File: src/rtl/ptos_pkg.sv
// Shared types and sizing helpers for the ptos_serializer block.
package ptos_pkg;

  typedef enum logic [1:0] {
    IDLE   = 2'd0,
    SHIFT  = 2'd1,
    PARITY = 2'd2
  } state_t;

  function automatic int beats_f(input int data_width, input int lanes);
    return (lanes > 0) ? (data_width / lanes) : 1;
  endfunction

  function automatic int cnt_width_f(input int data_width, input int lanes);
    return $clog2(beats_f(data_width, lanes) + 1);
  endfunction

endpackage

File: src/rtl/ptos_hold_reg.sv
// One-entry holding register: captures a word while the shifter is busy and
// releases it when the shifter finishes the current word.
module ptos_hold_reg
  import ptos_pkg::*;
#(
  parameter int DATA_WIDTH = 8
) (
  input  logic                  clk,
  input  logic                  rst,
  input  logic                  load,
  input  logic                  unload,
  input  logic [DATA_WIDTH-1:0] din,
  output logic                  full,
  output logic [DATA_WIDTH-1:0] dout
);

  logic                  full_r;
  logic [DATA_WIDTH-1:0] data_r;

  // Full flag and stored word
  always_ff @(posedge clk or posedge rst) begin
    if (rst) begin
      full_r <= 1'b0;
      data_r <= {DATA_WIDTH{1'b0}};
    end else if (load) begin
      full_r <= 1'b1;
      data_r <= din;
    end else if (unload) begin
      full_r <= 1'b0;
    end
  end

  assign full = full_r;
  assign dout = data_r;

endmodule

File: src/rtl/ptos_serializer.sv
// Parallel-to-serial converter emitting DATA_WIDTH/LANES beats per word.
// Optional trailing even-parity beat when PTOS_PARITY_EN is defined.
module ptos_serializer
  import ptos_pkg::*;
#(
  parameter int DATA_WIDTH = 8,
  parameter int LANES      = 1,
  parameter int MSB_FIRST  = 0
) (
  input  logic                  clk,
  input  logic                  rst,
  input  logic                  din_valid,
  output logic                  din_ready,
  input  logic [DATA_WIDTH-1:0] din,
  output logic [LANES-1:0]      dout,
  output logic                  dout_valid,
  output logic                  dout_first,
  output logic                  dout_last,
  output logic                  busy
);

  localparam int BEATS = beats_f(DATA_WIDTH, LANES);
  localparam int CW    = cnt_width_f(DATA_WIDTH, LANES);
  localparam logic [CW-1:0] LAST_BEAT = CW'(BEATS - 1);

  generate
    if (DATA_WIDTH < 1 || LANES < 1 || (DATA_WIDTH % LANES) != 0) begin : g_param_check
      $error("ptos_serializer: LANES must be >= 1 and divide DATA_WIDTH");
    end
  endgenerate

  state_t                state_r, state_s;
  logic [CW-1:0]         cnt_r, cnt_s;
  logic [DATA_WIDTH-1:0] shift_r, shift_s;
  logic                  load_s, unload_s, accept_s, word_end_s, full_next_s;
  logic                  hold_full_s;
  logic [DATA_WIDTH-1:0] hold_data_s;
  logic [LANES-1:0]      dout_s, dout_r;
  logic                  first_s, last_s, valid_s, busy_s;
  logic                  first_r, last_r, valid_r, busy_r, din_ready_r;
`ifdef PTOS_PARITY_EN
  logic                  parity_r, parity_s;

  function automatic logic parity_f(input logic [DATA_WIDTH-1:0] w);
    return ^w;
  endfunction
`endif

  function automatic logic [LANES-1:0] beat_of(input logic [DATA_WIDTH-1:0] w);
    if (MSB_FIRST != 0) begin
      return w[DATA_WIDTH-1 -: LANES];
    end else begin
      return w[LANES-1:0];
    end
  endfunction

  function automatic logic [DATA_WIDTH-1:0] shift_word(input logic [DATA_WIDTH-1:0] w);
    if (MSB_FIRST != 0) begin
      return w << LANES;
    end else begin
      return w >> LANES;
    end
  endfunction

  ptos_hold_reg #(.DATA_WIDTH(DATA_WIDTH)) u_hold (
    .clk    (clk),
    .rst    (rst),
    .load   (load_s),
    .unload (unload_s),
    .din    (din),
    .full   (hold_full_s),
    .dout   (hold_data_s)
  );

  assign accept_s = din_valid && din_ready_r;
`ifdef PTOS_PARITY_EN
  assign word_end_s = (state_r == PARITY);
`else
  assign word_end_s = (state_r == SHIFT) && (cnt_r == LAST_BEAT);
`endif
  assign full_next_s = load_s | (hold_full_s & ~unload_s);

  // Next state, shifter and holding-register strobes
  always_comb begin
    state_s  = state_r;
    cnt_s    = cnt_r;
    shift_s  = shift_r;
    load_s   = 1'b0;
    unload_s = 1'b0;
`ifdef PTOS_PARITY_EN
    parity_s = parity_r;
`endif
    if (word_end_s) begin
      // A held word has priority; it was accepted before any word offered now
      if (hold_full_s) begin
        unload_s = 1'b1;
        state_s  = SHIFT;
        cnt_s    = {CW{1'b0}};
        shift_s  = hold_data_s;
`ifdef PTOS_PARITY_EN
        parity_s = parity_f(hold_data_s);
`endif
      end else if (accept_s) begin
        state_s  = SHIFT;
        cnt_s    = {CW{1'b0}};
        shift_s  = din;
`ifdef PTOS_PARITY_EN
        parity_s = parity_f(din);
`endif
      end else begin
        state_s  = IDLE;
        cnt_s    = {CW{1'b0}};
        shift_s  = {DATA_WIDTH{1'b0}};
      end
    end else begin
      case (state_r)
        IDLE: begin
          if (accept_s) begin
            state_s  = SHIFT;
            cnt_s    = {CW{1'b0}};
            shift_s  = din;
`ifdef PTOS_PARITY_EN
            parity_s = parity_f(din);
`endif
          end else begin
            state_s  = IDLE;
          end
        end
        SHIFT: begin
          load_s = accept_s;
`ifdef PTOS_PARITY_EN
          if (cnt_r != LAST_BEAT) begin
            cnt_s   = cnt_r + CW'(1);
            shift_s = shift_word(shift_r);
          end else begin
            state_s = PARITY;
            shift_s = {DATA_WIDTH{1'b0}};
          end
`else
          cnt_s   = cnt_r + CW'(1);
          shift_s = shift_word(shift_r);
`endif
        end
        default: begin
          state_s = IDLE;
          cnt_s   = {CW{1'b0}};
          shift_s = {DATA_WIDTH{1'b0}};
        end
      endcase
    end
  end

  // Output values for the beat that will be on dout after this edge
  always_comb begin
    dout_s  = {LANES{1'b0}};
    first_s = 1'b0;
    last_s  = 1'b0;
    case (state_s)
      SHIFT: begin
        dout_s  = beat_of(shift_s);
        first_s = (cnt_s == {CW{1'b0}});
`ifdef PTOS_PARITY_EN
        last_s  = 1'b0;
`else
        last_s  = (cnt_s == LAST_BEAT);
`endif
      end
`ifdef PTOS_PARITY_EN
      PARITY: begin
        dout_s[0] = parity_s;
        last_s    = 1'b1;
      end
`endif
      default: begin
        dout_s  = {LANES{1'b0}};
      end
    endcase
  end

  assign valid_s = (state_s != IDLE);
  assign busy_s  = valid_s | full_next_s;

  // State, datapath and registered outputs
  always_ff @(posedge clk or posedge rst) begin
    if (rst) begin
      state_r     <= IDLE;
      cnt_r       <= {CW{1'b0}};
      shift_r     <= {DATA_WIDTH{1'b0}};
      dout_r      <= {LANES{1'b0}};
      valid_r     <= 1'b0;
      first_r     <= 1'b0;
      last_r      <= 1'b0;
      busy_r      <= 1'b0;
      din_ready_r <= 1'b1;
`ifdef PTOS_PARITY_EN
      parity_r    <= 1'b0;
`endif
    end else begin
      state_r     <= state_s;
      cnt_r       <= cnt_s;
      shift_r     <= shift_s;
      dout_r      <= dout_s;
      valid_r     <= valid_s;
      first_r     <= first_s;
      last_r      <= last_s;
      busy_r      <= busy_s;
      din_ready_r <= ~full_next_s;
`ifdef PTOS_PARITY_EN
      parity_r    <= parity_s;
`endif
    end
  end

  assign din_ready  = din_ready_r;
  assign dout       = dout_r;
  assign dout_valid = valid_r;
  assign dout_first = first_r;
  assign dout_last  = last_r;
  assign busy       = busy_r;

endmodule

File: config.mk
export PLATFORM = sky130hd
export DESIGN_NAME = ptos_serializer
export DESIGN_NICKNAME = d
export VERILOG_FILES = /design/src/rtl/ptos_pkg.sv /design/src/rtl/ptos_hold_reg.sv /design/src/rtl/ptos_serializer.sv
export SDC_FILE = /design/constraint.sdc
export NUM_CORES = 1
export LEC_CHECK = 0
export ABC_CLOCK_PERIOD_IN_PS = 5380
export CAP_MARGIN = 10
export CORE_MARGIN = 4
export CORE_UTILIZATION = 37
export DETAILED_ROUTE_END_ITERATION = 10
export PLACE_DENSITY_LB_ADDON = 0.05
export SLEW_MARGIN = 10
export SYNTH_ARGS = -nofsm -noshare
export SYNTH_HDL_FRONTEND = slang
export SYNTH_HIERARCHICAL = 1
export SYNTH_SLANG_ARGS = --single-unit
File: constraint.sdc
create_clock -name clk -period 5.38 [get_ports clk]
set_input_delay 1.076 -clock clk [delete_from_list [all_inputs] [get_ports clk]]
set_output_delay 1.076 -clock clk [all_outputs]
set_load 0.02 [all_outputs]
### Yosys cells after proc, flatten, opt, wreduce, memory -nomap -nowiden

Index checks and enable logic that the tools add are counted.

| word-level totals | value |
|---|---|
| flip-flop bits (word level) | 29 |
| output and inout port bits | 6 |
| word-level logic and storage cells | 50 |

| cells by class | value |
|---|---|
| add/sub/neg operators | 1 |
| equality and inequality tests | 5 |
| mux-type cells | 21 |
| bitwise logic cells | 5 |
| reductions and logical operators | 6 |

Operators by type and width:

| operator | number |
|---|---|
| 2-to-1 mux 8 bit | 4 |
| one-hot mux 8 bit (2 select lines) | 1 |
| 2-to-1 mux 1 bit | 11 |
| == test 4 x 3 -> 1 bit, second input constant | 2 |
| 2-to-1 mux 4 bit | 2 |
| one-hot mux 4 bit (2 select lines) | 1 |
| adder 4 x 1 -> 4 bit, second input constant | 1 |
| == test 2 x 1 -> 1 bit, second input constant | 2 |
| zero test 4 bit | 1 |
| one-hot mux 2 bit (2 select lines) | 1 |
| nonzero test 2 bit | 2 |
| inequality test 3 bit, second input constant | 1 |
| logical AND 1 bit | 2 |
| zero test 2 bit | 1 |
| 2-to-1 mux 2 bit | 1 |
| inverter 1 bit | 2 |
| OR 1 bit | 2 |
| bitwise AND 1 bit | 1 |

### Longest topological paths before layout

Gate-level depths: netlist (run 1).

| logic depth | value |
|---|---|
| depth after elaboration | 7 |
| depth in mapped cells | 7 |
| gate-level depth less buffers | 6 |

### Cells and area by module

The synthesis (run 1) kept the hierarchy.

By module, submodules not included:

| module | times used | cells each | area each (sq um) | seq. area each (sq um) |
|---|---|---|---|---|
| ptos_serializer | 1 | 129 | 1169.9 | 501.7 |
| ptos_hold_reg | 1 | 21 | 372.9 | 225.2 |

### Worst setup path after synthesis (run 1)

Ideal clock, no wire load.

| timing | value |
|---|---|
| path type | input port to flip-flop |
| from | in din_valid |
| to | reg u_hold.data_r[0], in the netlist u_hold/dout[0] |
| arrival | 1.922 ns |
| required time | 5.255 ns |
| slack | 3.333 ns |
| stages on the path | 4 |
| cell sequence | nand2_1 -> nor3_1 -> buf_6 -> mux2_4 |

| on the way | value |
|---|---|
| word-level cells in the longest chain between the ends | 3 |

RTL lines:

| what | RTL line | RTL |
|---|---|---|
| start, declared | ptos_serializer.sv:12 | `input logic din_valid,` |
| logical AND 1 bit | ptos_serializer.sv:75 | `assign accept_s = din_valid && din_ready_r;` |
| 2-to-1 mux 1 bit | ptos_serializer.sv:116 | `case (state_r)` |
| 2-to-1 mux 1 bit | ptos_serializer.sv:93 | `if (word_end_s) begin` |
| named net load_s | ptos_serializer.sv:35 | `logic load_s, unload_s, accept_s, word_end_s, full_next_s;` |
| end signal, assigned | ptos_hold_reg.sv:24 | `data_r <= {DATA_WIDTH{1'b0}};` |
| end signal, assigned | ptos_hold_reg.sv:27 | `data_r <= din;` |
| end, declared | ptos_hold_reg.sv:18 | `logic [DATA_WIDTH-1:0] data_r;` |

The timed path passes the listed nets, and every way through them passes these cells.
A chain may end at the register's enable or synchronous reset.

### Final worst setup path (run 1)

| timing | value |
|---|---|
| from | in din_valid |
| to | reg last_r, in the netlist dout_last |

| on the way | value |
|---|---|
| word-level cells in the longest chain between the ends | 6 |

RTL lines:

| what | RTL line | RTL |
|---|---|---|
| logical AND 1 bit * | ptos_serializer.sv:75 |  |
| 2-to-1 mux 4 bit / 2-to-1 mux 1 bit (equally long branches) | ptos_serializer.sv:118, ptos_serializer.sv:103 |  |
| one-hot mux 4 bit (2 select lines), or another cell as far along | ptos_serializer.sv:116 |  |
| 2-to-1 mux 4 bit / 2-to-1 mux 2 bit (equally long branches) | ptos_serializer.sv:93 |  |
| == test 4 x 3 -> 1 bit / == test 2 x 1 -> 1 bit (equally long branches) | ptos_serializer.sv:165, ptos_serializer.sv:158 |  |
| 2-to-1 mux 1 bit * | ptos_serializer.sv:158 | `case (state_s)` |
| named net last_s | ptos_serializer.sv:39 | `logic first_s, last_s, valid_s, busy_s;` |
| end signal, assigned | ptos_serializer.sv:205 | `last_r <= last_s;` |
| end, declared | ptos_serializer.sv:40 | `logic first_r, last_r, valid_r, busy_r, din_ready_r;` |

The timed path passes the listed nets; every way through them passes the cells marked *.

==> results.yml, run 1 <==
timing:
  clock_skew_ns: 0.00416
  setup_violations: 0
  fin_crit_ns: 2.61
  grt_setup_unrepaired: "false"
  maxSlewViolCount: 0
  fmax_mhz: 383
  slew_headroom_pct: 47.6
  final_hold_viol_count: 0
  min_period_over_period_pct: 48.6
  tightest_slew_ns: 0.785
  fin_setup_tns_ns: 0
outcome:
  outcome: "finished, final reports clean"
place:
  port_buffers: 16
  dp_hpwl_um: 2420
  dp_cells: 208
  gp_congestion: 0.838
clock_network:
  cts-root-buf: "clkbuf_8"
  clk_latency_ns: 0.28
  clock_sink_count: 29
  clk_pin_slew_ns: 0.06
  numCtsBuffers: 5
  h-tree-depth: 2
  ctsResizeCount: 0
  cts_tree: "done"
  cts_hold_buf: 0
  cts_max_path_buffers: 2
  post_cts_buffers: 0
logic_synthesis:
  syn-num-nets: 162
  ys_top_cells_by_count: "28 x dfrtp_1, 25 x nand2_1, 10 x a21oi_1"
  synthDistinctLibCells: 43
  synthArstFlopShare_pct: 100
  synth.avg_cell_area_sq_um: 10.3
  ys.flop_type: "dfrtp_1"
  syn_inst: 150
  ys_seq_area_share_pct: 47.1
  synth-edff-count: 0
  synth_warnings: 6
  ys_seq_elements: 29
  synthTopCellsByArea: "dfrtp_1 45%, mux2_4 7.8%, nand2_1 6.1%, a21oi_1 3.2%, a221o_1 3.2%"
  synth_top_area_cell: "dfrtp_1"
  yosysMostFrequentCell: "dfrtp_1"
  synth_top_area_share_pct: 45.4
  syn_area_sq_um: 1540
detailed_routing:
  drtIter0Drc: 87
  ant_nets: 0
  routed_wl_um: 3530
  routed_via_density: 5.42
  drc: 0
  vias: 1171
  wire_per_inst_um: 16.3
  drt_pre_antenna_iters: 4
grt:
  track_usage_pct: 15.5
  antenna_found_initial: 0
  grt_max_degree: 26
  grt_pass1_wl_um: 6200
  grt-ovfl-total: 0
  grt_pass1_vias: 1209
critical_path:
  cp_slowest_cell: "a211oi_2"
  endpoint_kind: "flip-flop"
  crit_family: "compound AO/OA/AOI/OAI gates"
  start_kind: "input port"
  crit_type: "in -> reg"
  rr_endpoint: "shift_r[4]"
  crit_arrival_ns: 2.80
  reg2reg_from: "state_r[0]"
  crit_buf_inv: 1
  max_stage_delay_ns: 0.68
  worstPathMaxFanout: 10
  cp-startpoint: "din_valid"
  r2r_cells: 4
  crit_chain: "clkdlybuf4s50_1 -> a211oi_2 -> a21oi_1 -> nor4b_2"
  crit_required_ns: 5.57
  reg2reg_setup_slack_ns: 3.30
hold_path:
  hold_depth: 1
  hold_path_class: "reg -> reg"
  min_from: "u_hold/dout[2]"
  min_to: "u_hold/dout[2]"
floorplanning:
  rows: 23
  io_pins: 17
  die_w_um: 72.6
  die_y_um: 72.6
  start_util_pct: 38.3
  die-area_sq_um: 5270
  coreArea_sq_um: 4030
final_layout:
  areaGrowthSynthToFinish_pct: 14.8
  drive_above_1_share_pct: 13.3
  fin_cells: 216
  fillers: 408
  num_antenna_cells: 0
  layout.nets: 177
pwr:
  peakVddDrop_uv: 192
  power.density_nw_per_um2: 398
  leakagePower_uw: 0.000738
job:
  cap_violations: 0
==> flip-flops by register name, summed over array words and instances, names as in the netlist <==
register,count
shift_r,8
u_hold/dout,8
cnt_r,4
state_r,2
busy,1
din_ready,1
dout,1
dout_first,1
dout_last,1
dout_valid,1
u_hold/full,1
==> stage by stage <==
step	hold slack, ns	cell area (sq um)	total power (uW)	utilization, %	setup slack [ns]
finish	0.512	1770	705	44.0	2.77
global route	0.528	1770	752	44.0	2.56
CTS	0.513	1770	711	44.0	2.77
detailed placement	0.493	1690	536	42.0	2.47
global placement	0.493	1690	533	42.0	2.55
floorplan	0.473	1540	481	-	3.33
==> layer usage <==
metal	GRT usage, %	share of wire [%]	up-vias	wire (um)
met5	0	0	-	0
met4	5.53	1.7	0	61
met3	4.68	4.1	6	143
met2	22.7	43	26	1520
met1	21.8	51	579	1800
li1	-	-	560	-
==> worst max path at each step <==
stage / end / slack, ns / cells after the start
4_1_cts: dout_last / 2.77 / 4
3_5_place_dp: dout_last / 2.47 / 5
2_1_floorplan: u_hold/dout[0] / 3.33 / 4
6_report: dout_last / 2.77 / 4
5_1_grt: dout_last / 2.56 / 5
3_3_place_gp: u_hold/dout[2] / 2.55 / 5
==> cell type report <==
cell class | instances | area (sq um) | share of cell area [%]
Timing Repair Buffer | 17 | 168 | 9.46
Multi-Input combinational cell | 105 | 708 | 40.0
Sequential cell | 29 | 727 | 41.0
Clock buffer | 8 | 80.1 | 4.52
Tap cell | 50 | 62.6 | 3.53
Inverter | 7 | 26.3 | 1.48
==> cell families (layout without fill, tap and decap cells) <==
| family | Yosys count | in the layout | synth area share (%) |
|---|---|---|---|
| and+or+nand+nor | 55 | 55 | 19.0 |
| AOI/OAI and AO/OA | 37 | 37 | 16.3 |
| DFF | 29 | 29 | 47.1 |
| buffers and inverters | 16 | 32 | 6.97 |
| muxes | 9 | 9 | 8.44 |
| xor gates and xnor gates | 2 | 2 | 1.14 |
| adders and majority gates | 1 | 1 | 0.811 |
| other | 1 | 1 | 0.243 |
==> power by group <==
group          internal, uW  switching [uW]  total [uW]  leakage (uW)
sequential              275            64.5         340      0.000375
combinational           105            88.4         193      0.000323
clock                  91.7            80.5         172     0.0000395
total                   471             233         705      0.000738
==> placed cells by master, fill, tap and decap left out, types with 2 or more instances in the layout <==
| cell type | instances |
|---|---|
| dfrtp_1 | 28 |
| nand2_1 | 25 |
| clkdlybuf4s50_1 | 16 |
| a21oi_1 | 10 |
| o21ai_0 | 9 |
| mux2_4 | 8 |
| nand3b_1 | 6 |
| inv_1 | 6 |
| a221o_1 | 5 |
| clkbuf_8 | 5 |
| nor2_1 | 4 |
| nand3_1 | 4 |
| and2_1 | 3 |
| a211oi_1 | 3 |
| nor3_1 | 3 |
| clkbuf_1 | 3 |
| nor3b_1 | 2 |
| o22ai_1 | 2 |
No activity file was read; power rests on OpenSTA's default activity.
==> run 2: changes to the inputs <==
--- a/config.mk
+++ b/config.mk
@@ -5,7 +5,7 @@
 export SDC_FILE = /design/constraint.sdc
 export NUM_CORES = 1
 export LEC_CHECK = 0
-export ABC_CLOCK_PERIOD_IN_PS = 5380
+export ABC_CLOCK_PERIOD_IN_PS = 2700
 export CAP_MARGIN = 10
 export CORE_MARGIN = 4
 export CORE_UTILIZATION = 37
==> constraint.sdc (replaced) <==
create_clock -name clk -period 2.7 [get_ports clk]
set_input_delay 0.54 -clock clk [delete_from_list [all_inputs] [get_ports clk]]
set_output_delay 0.54 -clock clk [all_outputs]
set_load 0.02 [all_outputs]
==> results.yml, run 2 (same netlist as run 1, synthesis figures left out) <==
timing:
  maxSlewViolCount: 0
  fin_crit_ns: 2.05
  min_period_over_period_pct: 76.1
  clock_skew_ns: 0.00704
  grt_setup_unrepaired: "false"
  fmax_mhz: 487
  slew_headroom_pct: 44.0
  final_hold_viol_count: 0
  setup_violations: 0
  tightest_slew_ns: 0.840
  fin_setup_tns_ns: 0
detailed_routing:
  vias: 1146
  drtIter0Drc: 76
  ant_nets: 0
  routed_wl_um: 3330
  drt_pre_antenna_iters: 4
  wire_per_inst_um: 15.3
  drc: 0
  routed_via_density: 5.26
critical_path:
  max_stage_delay_ns: 0.62
  crit_chain: "clkdlybuf4s50_1"
  reg2reg_setup_slack_ns: 0.84
  crit_family: "buffers and inverters"
  reg2reg_from: "cnt_r[0]"
  crit_type: "reg -> out"
  r2r_cells: 6
  crit_required_ns: 2.16
  cp-startpoint: "din_ready"
  start_kind: "flip-flop"
  endpoint_kind: "output pin"
  crit_buf_inv: 1
  crit_path_end: "din_ready"
  rr_endpoint: "dout_first"
  cp_slowest_cell: "clkdlybuf4s50_1"
  cp.depth: 1
  crit_arrival_ns: 1.51
  worstPathMaxFanout: 8
grt:
  grt-ovfl-total: 0
  grt_max_degree: 21
  grt_pass1_vias: 1177
  antenna_found_initial: 0
  globalRoute.busiestLayer: "met1"
  track_usage_pct: 14.1
  use_met2_pct: 19.6
  grt_pass1_wl_um: 5700
  met3_usage_pct: 4.41
  use_met1_pct: 20.2
place:
  dp_hpwl_um: 2380
  gp_congestion: 0.867
  port_buffers: 16
  placed_area_sq_um: 1710
final_layout:
  drive_above_1_share_pct: 16.1
  most-common-layout-cells: "28 x dfrtp_1, 25 x nand2_1, 16 x clkdlybuf4s50_1"
  multi_input_area_sq_um: 708
  layout.nets: 179
  design_area_sq_um: 1810
  regArea_sq_um: 727
  layout_commonest_cell: "dfrtp_1"
  areaGrowthSynthToFinish_pct: 17.2
  fillers: 392
  num_antenna_cells: 0
pwr:
  peakVddDrop_uv: 319
  leakagePower_uw: 0.000763
  power.density_nw_per_um2: 810
floorplanning:
  io_pins: 17
  rows: 23
  start_util_pct: 38.3
  die_w_um: 72.6
  die-area_sq_um: 5270
  coreArea_sq_um: 4030
  die_y_um: 72.6
clock_network:
  clk_pin_slew_ns: 0.07
  numCtsBuffers: 5
  cts_max_path_buffers: 2
  ctsResizeCount: 0
  cts_tree: "done"
  h-tree-depth: 2
  clock_sink_count: 29
  clk_latency_ns: 0.29
  post_cts_buffers: 0
  cts-root-buf: "clkbuf_8"
  cts_hold_buf: 0
hold_path:
  hold_path_class: "reg -> reg"
outcome:
  outcome: "finished, final reports clean"
job:
  cap_violations: 0
[run 2: cell count changes in the layout (fill, tap and decap cells not counted)]
| cell | delta |
|---|---|
| clkbuf_1 | -3 |
| buf_4 | +2 |
| clkbuf_8 | +2 |
| clkinv_2 | +1 |
[run 2: metrics by stage]
step | setup WS (ns) | std cells | utilization, % | hold WS [ns] | power (uW)
2_1_floorplan | 0.981 | 150 | - | 0.368 | 959
3_3_place_gp | 0.465 | 210 | 42.4 | 0.500 | 1070
3_5_place_dp | 0.443 | 210 | 42.4 | 0.492 | 1070
4_1_cts | 0.642 | 218 | 44.9 | 0.513 | 1470
5_1_grt | 0.608 | 218 | 44.9 | 0.518 | 1550
6_report | 0.647 | 218 | 44.9 | 0.509 | 1460
[run 2: per-layer routing]
layer	routed length [um]	share of wire, %
met2	1370	41
met3	136	4.1
met1	1760	53
met4	59	1.8
met5	0	0
[run 2: worst min path at each step]
stage	start	end	cells after the start
detailed placement	u_hold/dout[4]	u_hold/dout[4]	1
floorplan	rst	u_hold/dout[0]	1
finish	u_hold/dout[4]	u_hold/dout[4]	1
CTS	u_hold/dout[4]	u_hold/dout[4]	1
global placement	u_hold/dout[2]	u_hold/dout[2]	1
global route	u_hold/dout[4]	u_hold/dout[4]	1
[run 2: cell type report]
type / count / area share, %
flip-flops and latches: 29 / 40.2
clock inverters: 1 / 0.277
inverters: 7 / 1.45
clock buffers: 7 / 5.33
repair buffers: 19 / 10.1
multi-input cells: 105 / 39.2
well taps: 50 / 3.46
[run 2: power breakdown]
group          internal [uW]  switching (uW)  total, uW  leakage [uW]
Sequential               549             114        663      0.000375
Clock                    230             166        396     0.0000542
Combinational            216             189        405      0.000334
==> run 3: changes to the inputs <==
--- a/config.mk
+++ b/config.mk
@@ -5,7 +5,7 @@
 export SDC_FILE = /design/constraint.sdc
 export NUM_CORES = 1
 export LEC_CHECK = 0
-export ABC_CLOCK_PERIOD_IN_PS = 2700
+export ABC_CLOCK_PERIOD_IN_PS = 2000
 export CAP_MARGIN = 10
 export CORE_MARGIN = 4
 export CORE_UTILIZATION = 37
==> constraint.sdc (replaced) <==
create_clock -name clk -period 2 [get_ports clk]
set_input_delay 0.4 -clock clk [delete_from_list [all_inputs] [get_ports clk]]
set_output_delay 0.4 -clock clk [all_outputs]
set_load 0.02 [all_outputs]
==> results.yml, run 3 (same netlist as run 1, synthesis figures left out) <==
critical_path:
  crit_type: "reg -> out"
  endpoint_kind: "output pin"
  start_kind: "flip-flop"
  reg2reg_from: "cnt_r[0]"
  crit_required_ns: 1.60
  worstPathMaxFanout: 8
  reg2reg_setup_slack_ns: 0.16
  cp-startpoint: "din_ready"
  max_stage_delay_ns: 0.62
  cp_slowest_cell: "clkdlybuf4s50_1"
  rr_endpoint: "shift_r[0]"
  crit_arrival_ns: 1.50
  r2r_cells: 5
  crit_family: "buffers and inverters"
  crit_buf_inv: 1
  cp.depth: 1
  crit_chain: "clkdlybuf4s50_1"
clock_network:
  clock_sink_count: 29
  cts_max_path_buffers: 2
  h-tree-depth: 2
  cts-root-buf: "clkbuf_8"
  post_cts_buffers: 0
  clk_pin_slew_ns: 0.07
  cts_hold_buf: 0
  ctsResizeCount: 0
  cts_tree: "done"
  numCtsBuffers: 5
  clk_latency_ns: 0.28
grt:
  track_usage_pct: 14.9
  grt_pass1_wl_um: 5980
  grt_max_degree: 25
  grt-ovfl-total: 0
  antenna_found_initial: 0
  grt_pass1_vias: 1198
final_layout:
  layout.nets: 186
  fin_cells: 225
  num_antenna_cells: 0
  drive_above_1_share_pct: 18.3
  layout_commonest_cell: "dfrtp_1"
  final_util_pct: 45.9
  areaGrowthSynthToFinish_pct: 19.9
  most-common-layout-cells: "28 x dfrtp_1, 25 x nand2_1, 16 x clkdlybuf4s50_1"
detailed_routing:
  drt_pre_antenna_iters: 4
  routed_via_density: 5.31
  vias: 1194
  drc: 0
  ant_nets: 0
  wire_per_inst_um: 15.4
  drtIter0Drc: 76
  routed_wl_um: 3460
pwr:
  swShare_pct: 31.7
  share_seq_of_total_power_pct: 42.6
  clkPwrFrac_pct: 24.8
  p_comb_share_pct: 32.6
  power.density_nw_per_um2: 1070
  netSwitchingPower_uw: 625
  peakVddDrop_uv: 425
  leakagePower_uw: 0.000786
  internal_power_uw: 1350
  p_total_uw: 1970
timing:
  maxSlewViolCount: 0
  fin_setup_tns_ns: 0
  grt_setup_unrepaired: "false"
  fin_crit_ns: 1.90
  clock_skew_ns: 0.00912
  setup_violations: 0
  fmax_mhz: 526
  final_hold_viol_count: 0
  min_period_over_period_pct: 95.1
  whs_ns: 0.428
floorplanning:
  coreArea_sq_um: 4030
  rows: 23
  die-area_sq_um: 5270
  die_w_um: 72.6
  io_pins: 17
  start_util_pct: 38.3
  die_y_um: 72.6
place:
  gp_congestion: 0.818
  port_buffers: 16
  dp_hpwl_um: 2420
  dp_cells: 217
outcome:
  outcome: "finished, final reports clean"
hold_path:
  hold_path_class: "in -> async"
job:
  cap_violations: 0
==> run 3: metrics by stage <==
stage          instance area [sq um]  setup slack, ns
2_1_floorplan                   1540            0.281
3_3_place_gp                    1760          -0.0169
3_5_place_dp                    1760          -0.0600
4_1_cts                         1850           0.0763
5_1_grt                         1850           0.0200
6_report                        1850           0.0986
==> run 3: worst max path at each step <==
| stage | endpoint | slack, ns |
|---|---|---|
| 2_1_floorplan | u_hold/dout[0] | 0.28 |
| 3_3_place_gp | shift_r[3] | -0.02 |
| 3_5_place_dp | shift_r[6] | -0.06 |
| 4_1_cts | din_ready | 0.08 |
| 5_1_grt | dout_last | 0.02 |
| 6_report | din_ready | 0.1 |
==> run 3: metal layers <==
metal	track usage, %	wire length, um
met5	0	0
met3	4.41	166
met4	4.92	47
met1	21.6	1720
met2	21.3	1520
==> run 3: area by class of cell <==
type / count / area, sq um
multi-input cells: 105 / 708
fillers: 403 / 2180
well taps: 50 / 62.6
repair buffers: 26 / 235
inverters: 7 / 26.3
flip-flops and latches: 29 / 727
clock buffers: 8 / 90.1
==> run 3: power by group through the flow <==
stage,Combinational [uW],Clock [uW],Sequential (uW)
global route,713,537,866
global placement,643,0,851
detailed placement,650,0,850
floorplan,435,0,860
CTS,652,510,842
finish,644,489,840
==> RTL change 1: new RTL, config.mk and constraints of run 3 <==
The option `PTOS_PARITY_EN` is turned on by a define.
--- a/src/rtl/ptos_serializer.sv
+++ b/src/rtl/ptos_serializer.sv
@@ -1,5 +1,7 @@
 // Parallel-to-serial converter emitting DATA_WIDTH/LANES beats per word.
 // Optional trailing even-parity beat when PTOS_PARITY_EN is defined.
+`define PTOS_PARITY_EN
+
 module ptos_serializer
   import ptos_pkg::*;
 #(
Behaviour: not the same (a bounded check fails within 10 cycles, from zero or initial values and one cycle with rst high).
==> RTL change 1 against run 3 <==
  * Setup slack improved by 0.017 ns
  * Area after synthesis increased by 7.2%
  * Synthesized cell count increased by 11%
  * Sequential cell count increased by 1
  * Clock skew decreased by 0.0069 ns
  * Wire length increased by 18%
  * Final area increased by 17%
  * Highest routed layer unchanged
Power is not compared: it rests on default switching activity, and its combinational part moved more than twofold at a synthesized area within 25%.
==> RTL change 1: results <==
run_status:
  status: "finished, final reports clean"
setup_path:
  slowest_delay_ns: 0.46
  cp_slowest_cell: "clkdlybuf4s50_1"
  worst_ep_arrival_time_ns: 2.05
  cp_max_fo: 2
  cp_top_family: "XOR/XNOR gates"
placed_design:
  place_worst_setup_slack_ns: -0.209
  place_hpwl_mm: 3.04
  gp_congestion: 0.817
  portBuffers: 16
clocking:
  cts_made_buffers: 5
  htree_levels: 2
  clock_path_buffers: 2
  clk_pin_slew_worst_paths_ns: 0.07
  postCtsSetupBuffers: 0
  clk_latency_ns: 0.28
sta:
  fin_skew_ns: 0.00220
  max_slew_margin: 0.748
detailed_routing:
  wire_per_inst_um: 15.6
  drt-vias-per-instance: 5.31
  drtIter0Drc: 78
  drt_pass1_iterations: 4
synth:
  synth_fp_nets: 182
  yosys_warnings: 6
  yosys-top-cells-area: "dfrtp_1, xnor2_1, mux2_4, a21oi_1, nand2_1"
  synth_commonest_cells: "dfrtp_1, nand2_1, a21oi_1, xnor2_1, nor2_1"
  async_reset_ff_frac: 1.00
  synth_cell_types: 40
  ys_seq_area_frac: 0.455
finish:
  drive_above_1_share: 0.236
  fillers: 409
  fin_nets: 222
power_and_ir_drop:
  peakVddDrop_uv: 635
  p_leak_nw: 0.947
global_route:
  grt_pass1_vias: 1412
  track_usage: 0.169
  grt_start_max_net_pins: 23
  grt_first_pass_wirelength_mm: 7.08
min_path:
  min_path_type: "in2async"
run:
  drv_cap: 0
## RTL change 1: power groups by stage
stage | logic [mW] | registers (mW) | clock network, mW
2_1_floorplan | 1.10 | 1.07 | 0
3_3_place_gp | 1.64 | 1.06 | 0
3_5_place_dp | 1.65 | 1.07 | 0
4_1_cts | 1.66 | 1.06 | 0.601
5_1_grt | 1.83 | 1.10 | 0.624
6_report | 1.65 | 1.06 | 0.587
## RTL change 1: area by class of cell
cell class                      count  area [um2]  area share
Tap cell                           52        65.1      0.0301
Inverter                            6        22.5      0.0104
Timing Repair Buffer               44         383       0.177
Multi-Input combinational cell    120         832       0.384
Clock buffer                        8         110      0.0509
Sequential cell                    30         752       0.347
## RTL change 1: final timing paths
kind	start	to	slack (ns)	cells after the start
setup / recovery	din[4]	parity_r$_DFF_PP0_	0.12	7
hold / removal	rst	u_hold/full$_DFFE_PP0P_	0.41	2
setup reg to reg	cnt_r[0]$_DFF_PP0_	dout$_DFF_PP0_	0.20	9
hold reg to reg	shift_r[2]$_DFFE_PP0P_	shift_r[1]$_DFFE_PP0P_	0.49	2
max in group asynchronous	rst	din_ready$_DFF_PP1_	1.25	3
min in group clk	shift_r[2]$_DFFE_PP0P_	shift_r[1]$_DFFE_PP0P_	0.49	2
## RTL change 1: per-layer routing
metal,global-route usage,vias to the layer above,routed length (um)
li1,-,663,-
met1,0.228,679,1950
met2,0.258,33,1870
met3,0.0454,6,183
met4,0.0672,0,60
met5,0,-,0
## RTL change 1: metrics by stage
stage          cell area, um2  setup TNS [ns]  hold slack (ns)  instances
2_1_floorplan            1650               0            0.228        167
3_3_place_gp             2050          -0.175            0.473        252
3_5_place_dp             2050          -0.235            0.480        252
4_1_cts                  2160               0            0.424        260
5_1_grt                  2160               0            0.451        260
6_report                 2160               0            0.410        260
## RTL change 1: cells by family after synthesis
group           count (synthesis)  synth area share
fa+ha+maj                       4            0.0303
simple gates                   55             0.166
xor+xnor                       15            0.0794
mux                             8            0.0726
compound gates                 38             0.150
buf+inv                        17            0.0469
flops                          30             0.455
## RTL change 1: what timing repair did
action | 4_1_cts | 5_1_grt
hold buffers | 0 | 0
setup endpoints to repair | 0 | 2
resized for setup | 0 | 2
==> RTL change 2: new RTL, flow settings as in run 3 <==
Made on the original files. The 3 states of `state_t` get a one-hot encoding in 3 bits.
--- a/src/rtl/ptos_pkg.sv
+++ b/src/rtl/ptos_pkg.sv
@@ -1,10 +1,10 @@
 // Shared types and sizing helpers for the ptos_serializer block.
 package ptos_pkg;
 
-  typedef enum logic [1:0] {
-    IDLE   = 2'd0,
-    SHIFT  = 2'd1,
-    PARITY = 2'd2
+  typedef enum logic [2:0] {
+    IDLE   = 3'b001,
+    SHIFT  = 3'b010,
+    PARITY = 3'b100
   } state_t;
 
   function automatic int beats_f(input int data_width, input int lanes);
Check against the original RTL: same outputs for any inputs over 10 cycles, from zero or initial values and one cycle with rst high; not proved beyond that.
==> RTL change 2 against run 3 <==
  * Setup slack better by 0.051 ns
  * Wire length shrank 2.6%
  * Power fell by 11%
  * Clock power shrank 5.1%
  * Cell count is 2.2% lower
  * Sequential cell count is 1 higher
  * Final area up 6.7%
  * Area after synthesis rose by 3.2%
==> RTL change 2: results <==
global_route:
  grt_util_met1: 0.192
  track_usage: 0.144
  grt_first_pass_wirelength_mm: 5.84
  grt_pass1_vias: 1214
sta:
  finalCriticalPeriod_ns: 1.85
  fin_skew_ns: 0.00837
setup_path:
  worstReg2RegStart: "cnt_r[1]$_DFF_PP0_"
  endpoint: "shift_r[4]$_DFFE_PP0P_"
  slowest_delay_ns: 0.41
detailed_routing:
  via_count: 1179
  wire_per_inst_um: 15.3
  met1_length_mm: 1.63
  wl_met2_mm: 1.52
  drtIter0Drc: 59
placed_design:
  dpl-instance-area_um2: 1890
  gp_congestion: 0.853
power_and_ir_drop:
  p_leak_nw: 0.855
  p_sw_uw: 536
  peakVddDrop_uv: 558
finish:
  postLayoutCoreUtil: 0.483
  fillers: 404
  drive_above_1_share: 0.265
synth:
  muxShareOfSynthArea: 0.118
  ys_seq_area_frac: 0.473
  synthXorXnorAreaFrac: 0.00550
run_status:
  status: "finished, final reports clean"
RTL change 2: power groups by stage:
| stage | Combinational, mW | Clock, mW | Sequential [mW] |
|---|---|---|---|
| 2_1_floorplan | 0.273 | 0 | 0.833 |
| 3_3_place_gp | 0.472 | 0 | 0.824 |
| 3_5_place_dp | 0.473 | 0 | 0.824 |
| 4_1_cts | 0.477 | 0.484 | 0.815 |
| 5_1_grt | 0.517 | 0.517 | 0.831 |
| 6_report | 0.473 | 0.464 | 0.812 |
RTL change 2: worst register-to-register path, cell delays in order (launching register included):
cell	delay, ns
dfrtp_1	0.41
ha_1	0.24
nand3b_1	0.30
nor2_8	0.30
mux2_2	0.37
a31oi_1	0.16
RTL change 2: final cells by class:
| class | instances | area share |
|---|---|---|
| clock buffers | 8 | 0.0406 |
| inverters | 7 | 0.0133 |
| well taps | 50 | 0.0317 |
| flip-flops and latches | 30 | 0.382 |
| repair buffers | 31 | 0.151 |
| multi-input cells | 94 | 0.382 |
